### src/rtl/wide_add_pkg.sv
// wide_add_pkg: shared word width, FSM state and word type for wide_add_seq
package wide_add_pkg;
    localparam int WORD_W = 32;
    typedef enum logic [1:0] {IDLE, RUN, DONE} wide_add_state_t;
    typedef logic [WORD_W-1:0] word_t;
endpackage

### src/rtl/prefix_adder.sv
// prefix_adder: 32-bit Kogge-Stone adder; ports a, b, cin in, s, cout out
module prefix_adder (
    input  logic [31:0] a,
    input  logic [31:0] b,
    input  logic        cin,
    output logic [31:0] s,
    output logic        cout
);
    logic [5:0][31:0] g;
    logic [5:0][31:0] p;
    logic [31:0]      c;
    assign g[0] = a & b;
    assign p[0] = a ^ b;
    for (genvar k = 0; k < 5; k++) begin : g_lvl
        for (genvar i = 0; i < 32; i++) begin : g_bit
            if (i >= (1 << k)) begin : g_mrg
                assign g[k+1][i] = g[k][i] | (p[k][i] & g[k][i-(1<<k)]);
                assign p[k+1][i] = p[k][i] & p[k][i-(1<<k)];
            end else begin : g_pass
                assign g[k+1][i] = g[k][i];
                assign p[k+1][i] = p[k][i];
            end
        end
    end
    assign c    = {g[5][30:0] | (p[5][30:0] & {31{cin}}), cin};
    assign s    = p[0] ^ c;
    assign cout = g[5][31] | (p[5][31] & cin);
endmodule

### src/rtl/wide_add_seq.sv
// wide_add_seq: WIDTH-bit add (LSW first) time-shared over one 32-bit prefix_adder; ports: clk, reset, in_valid/in_ready/a/b/cin, out_valid/out_ready/sum/cout, busy; optional op_sub via WIDE_ADD_SEQ_SUB_EN
module wide_add_seq
    import wide_add_pkg::*;
#(
    parameter  int NWORDS = 4,
    localparam int WIDTH  = WORD_W * NWORDS
) (
    input  logic             clk,
    input  logic             reset,
    input  logic             in_valid,
    output logic             in_ready,
    input  logic [WIDTH-1:0] a,
    input  logic [WIDTH-1:0] b,
    input  logic             cin,
`ifdef WIDE_ADD_SEQ_SUB_EN
    input  logic             op_sub,
`endif
    output logic             out_valid,
    input  logic             out_ready,
    output logic [WIDTH-1:0] sum,
    output logic             cout,
    output logic             busy
);
    localparam int IW = $clog2(NWORDS);
    localparam logic [IW-1:0] LAST = IW'(NWORDS - 1);
    wide_add_state_t state_q, state_d;
    logic [IW-1:0]   idx_q, idx_d;
    logic            carry_q, carry_d, cout_q, cout_d;
    logic [WIDTH-1:0] a_q, a_d, b_q, b_d, sum_q, sum_d;
    word_t           b_word, s_w;
    logic            c_w;
`ifdef WIDE_ADD_SEQ_SUB_EN
    logic            sub_q, sub_d;
    assign b_word = b_q[WORD_W-1:0] ^ {WORD_W{sub_q}};
`else
    assign b_word = b_q[WORD_W-1:0];
`endif
    prefix_adder u_add (
        .a   (a_q[WORD_W-1:0]),
        .b   (b_word),
        .cin (carry_q),
        .s   (s_w),
        .cout(c_w)
    );
    // a_q doubles as the result shift register: each sum word enters at the
    // top as the consumed operand word leaves at the bottom.
    always_comb begin
        state_d = state_q;
        idx_d   = idx_q;
        carry_d = carry_q;
        a_d     = a_q;
        b_d     = b_q;
        sum_d   = sum_q;
        cout_d  = cout_q;
`ifdef WIDE_ADD_SEQ_SUB_EN
        sub_d   = sub_q;
`endif
        case (state_q)
            IDLE: if (in_valid) begin
                a_d     = a;
                b_d     = b;
                carry_d = cin;
                idx_d   = '0;
                state_d = RUN;
`ifdef WIDE_ADD_SEQ_SUB_EN
                sub_d   = op_sub;
                carry_d = cin | op_sub;
`endif
            end
            RUN: begin
                a_d     = {s_w, a_q[WIDTH-1:WORD_W]};
                b_d     = {word_t'(0), b_q[WIDTH-1:WORD_W]};
                carry_d = c_w;
                idx_d   = idx_q + 1'b1;
                if (idx_q == LAST) begin
                    sum_d   = a_d;
                    cout_d  = c_w;
                    idx_d   = '0;
                    state_d = DONE;
                end
            end
            DONE: state_d = out_ready ? IDLE : DONE;
            default: state_d = IDLE;
        endcase
    end
    always_ff @(posedge clk or posedge reset) begin
        if (reset) begin
            state_q <= IDLE;
            idx_q   <= '0;
            carry_q <= 1'b0;
            a_q     <= '0;
            b_q     <= '0;
            sum_q   <= '0;
            cout_q  <= 1'b0;
        end else begin
            state_q <= state_d;
            idx_q   <= idx_d;
            carry_q <= carry_d;
            a_q     <= a_d;
            b_q     <= b_d;
            sum_q   <= sum_d;
            cout_q  <= cout_d;
        end
    end
`ifdef WIDE_ADD_SEQ_SUB_EN
    always_ff @(posedge clk or posedge reset) begin
        if (reset) sub_q <= 1'b0;
        else       sub_q <= sub_d;
    end
`endif
    assign in_ready  = state_q == IDLE;
    assign out_valid = state_q == DONE;
    assign busy      = state_q != IDLE;
    assign sum       = sum_q;
    assign cout      = cout_q;
endmodule
### config.mk
export PLATFORM = sky130hd
export DESIGN_NAME = wide_add_seq
export DESIGN_NICKNAME = d
export VERILOG_FILES = /design/src/rtl/wide_add_pkg.sv /design/src/rtl/prefix_adder.sv /design/src/rtl/wide_add_seq.sv
export SDC_FILE = /design/constraint.sdc
export NUM_CORES = 1
export LEC_CHECK = 0
export BUFFER_PORTS_ARGS = -buffer_cell sky130_fd_sc_hd__buf_2
export CAP_MARGIN = 25
export CORE_MARGIN = 2
export CORE_UTILIZATION = 60
export CTS_CLUSTER_SIZE = 25
export DETAILED_ROUTE_END_ITERATION = 8
export GPL_ROUTABILITY_DRIVEN = 1
export PLACE_DENSITY_LB_ADDON = 0.15
export SYNTH_ARGS = -nofsm -noshare
export SYNTH_HDL_FRONTEND = slang
export SYNTH_HIERARCHICAL = 1
export SYNTH_SLANG_ARGS = --single-unit
### constraint.sdc
create_clock -name clk -period 19.1 [get_ports clk]
set_clock_uncertainty 0.1 [all_clocks]
set_input_delay 2.865 -clock clk [delete_from_list [all_inputs] [get_ports clk]]
set_output_delay 2.865 -clock clk [all_outputs]
set_load 0.03 [all_outputs]
==> results by group <==
Yosys
  • Register area share after synthesis: 0.513
  • Synth Cell Area: 19000 sq um
  • Avg Synthesized Cell Area: 10.5 sq um
  • Yosys reg bits: 390
  • Top FF cell, synth: dfrtp_1
  • Cell variety after synth: 58
  • Syn Inst Count: 1809
  • Post-synth EDFFs: 0
  • Ys async rst share: 1.00
  • Synthesis warning total: 6
  • Synthesized Nets: 2104

Drt
  • DRT Pass-1 Iters: 6
  • DR vias: 15900
  • Total detailed-routing wirelength: 53000 um
  • Wire per inst: 20.7 um
  • Vias per std cell: around 6.2
  • Post-route DRC violation count: 0
  • 1st-iter DRT viols: 1432
  • Routed Antenna Nets: 0

Placed design
  • Dpl hpwl: roughly 35000 um
  • Placer Congestion: 0.862
  • Post-Place Cells: ~2500
  • I/O Buffers: a little under 400
  • Placed Instance Area: 21000 sq um

CTS
  • Post-CTS Resized: 0
  • TritonCTS Buffers: 42
  • Clk pin slew, worst setup/hold paths: 0.06 ns
  • Number of H-tree levels: 2
  • Clk_lat worst skew: 0.53 ns
  • Hold Buf Count CTS: 0
  • Clock Path Buffers: 3
  • Clock Sinks: 390
  • TritonCTS clock tree: built
  • Post-CTS setup buffer count: 0
  • Root Driver: clkbuf_16

Timing
  • Setup-failing EPs final: 0
  • Fin crit share: 0.295
  • Setup TNS: 0 ns
  • Min Hold Slack: 0.401 ns
  • Final hold vios: 0
  • Relative max-transition margin: 0.303
  • Slew Limit Fails: 0
  • Worst-Margin Slew: 1.05 ns
  • Min Tclk post-route: between 5 and 6 ns
  • Fmax: ~180 MHz
  • Unrepaired setup endpoints after global routing: no

Global route
  • GRT overflow: 0
  • First-pass GRT wire length: 82800 um
  • Vias in the first global route: 15100
  • Initial antenna violation count: 20
  • Maximum number of pins on one net before global-route repair: 128
  • Overall Global Routing Usage: 0.313

Final layout
  • Commonest non-fill, non-tap cell in the layout: buf_2
  • Final nets: about 2400
  • Fin cells: 2568
  • Proportion of layout cells with a drive suffix above 1: 0.295
  • Final Instance Area: roughly 22000 sq um
  • Commonest non-fill, non-tap cells in the layout: buf_2, dfrtp_1, nand3_1
  • Final core utilization: 0.715
  • Area added between synthesis and finish: 18.0%

Floorplanning
  • Die extent in y: 182 um
  • I/O pin count: between 300 and 400
  • Site row count: 65
  • Die Wd: 182 um
  • Die area: 33100 sq um
  • Core area: 31400 sq um
  • Starting density of the core: 0.606

Flow run
  • Max-Cap Viols: 0

Critical path
  • CP required: 16.14 ns
  • Worst-path fanout max: 104
  • Critical path type: flip-flop to primary output
  • WP data arrival: between 2 and 3 ns
  • Startpoint Class: flip-flop
  • Crit end category: primary output

Power
  • Worst ir drop on vdd: 0.106 mV
  • Lkg Pwr: 10.8 nW
  • Cell Pwr Density: 213 nW/um^2

Min path
  • Hold Crit Class: flip-flop to flip-flop

Outcome
  • Status: finished clean
## registers in the layout, indices dropped and copies added, names as in the netlist
name and flops:
sum 128, cout 1, a_q 128, carry_q 1, b_q 128, state_q 2, idx_q 2
## kinds of logic after synthesis
logic type	share of synthesized area
AO/OA/AOI/OAI	0.123
XOR/XNOR	0.0120
buffers and inverters	0.0410
AND/OR/NAND/NOR	0.192
flip-flops	0.513
adder cells (fa/ha/maj)	0.0228
multiplexers	0.0959
## synth_stat cells (3+ instances only)
cell type  count  area (sq um)
o31ai_1        7          52.6
nor2b_1        4          25.0
o21ai_0       12          60.1
nor3b_1       61           458
mux2_2        30           338
a22o_1        32           280
nor2_1       121           454
nand2b_1       3          18.8
o21a_1         3          22.5
a21oi_2        3          26.3
o22ai_1       33           206
buf_6         11           124
mux2_4        99          1490
nor3_1       128           641
a21oi_1       26           130
nand3_1      271          1360
buf_1          6          22.5
nand2_1      147           552
clkbuf_1      70           263
buf_2         59           295
xnor2_1       16           140
a211oi_1       3          22.5
a21o_1        11          82.6
ha_1          33           413
and3_1         4          25.0
o32ai_1       33           289
a22oi_1      131           983
xor2_1        10          87.6
dfrtp_1      390          9760
inv_1         16          60.1
## worst paths after layout
path | from | endpoint | slack [ns] | cells past startpoint
setup / recovery | state_q[0] | in_ready | 13.47 | 4
hold / removal | sum[97] | sum[97] | 0.40 | 1
setup reg to reg | state_q[0] | sum[73] | 15.48 | 5
hold reg to reg | sum[97] | sum[97] | 0.40 | 1
max in group asynchronous | reset | sum[54] | 13.52 | 5
min in group asynchronous | reset | b_q[67] | 2.36 | 2
## cell type report
cell class / instances / area, sq um
antenna: 17 / 42.5
clock inverter: 13 / 149
tap: 402 / 503
timing repair buffer: 412 / 2130
fill: 2350 / 8950
clock buffer: 63 / 1250
sequential: 390 / 9770
inverter: 16 / 72.6
multi-input combinational: 1255 / 8520
## report_power, final
| part | switching [W] | leakage, nW | internal [W] |
|---|---|---|---|
| logic | 0.00140 | 5.34 | 0.000945 |
| clock network | 0.000328 | 0.686 | 0.000494 |
| registers | 0.000375 | 4.79 | 0.00124 |
| total | 0.00210 | 10.8 | 0.00268 |
## through the flow
step,setup WS (ns),power [W]
2_1_floorplan,5.29,0.00330
3_3_place_gp,12.89,0.00383
3_5_place_dp,12.84,0.00392
4_1_cts,13.39,0.00476
5_1_grt,13.00,0.00508
6_report,13.47,0.00478
## critical path, stage by stage, from the launching register on
cell,delay (ns)
dfrtp_4,0.81
buf_4,0.81
or2_2,0.25
inv_1,0.04
buf_2,0.17
## metal layers
| layer | global-route usage | up-vias | wire length (um) |
|---|---|---|---|
| met5 | 0 | - | 42 |
| met4 | 0.113 | 8 | 1770 |
| met3 | 0.0742 | 123 | 4260 |
| met2 | 0.464 | 713 | 23900 |
| met1 | 0.453 | 7821 | 23000 |
| li1 | - | 7273 | - |
Power figures use the tool's default switching activity.
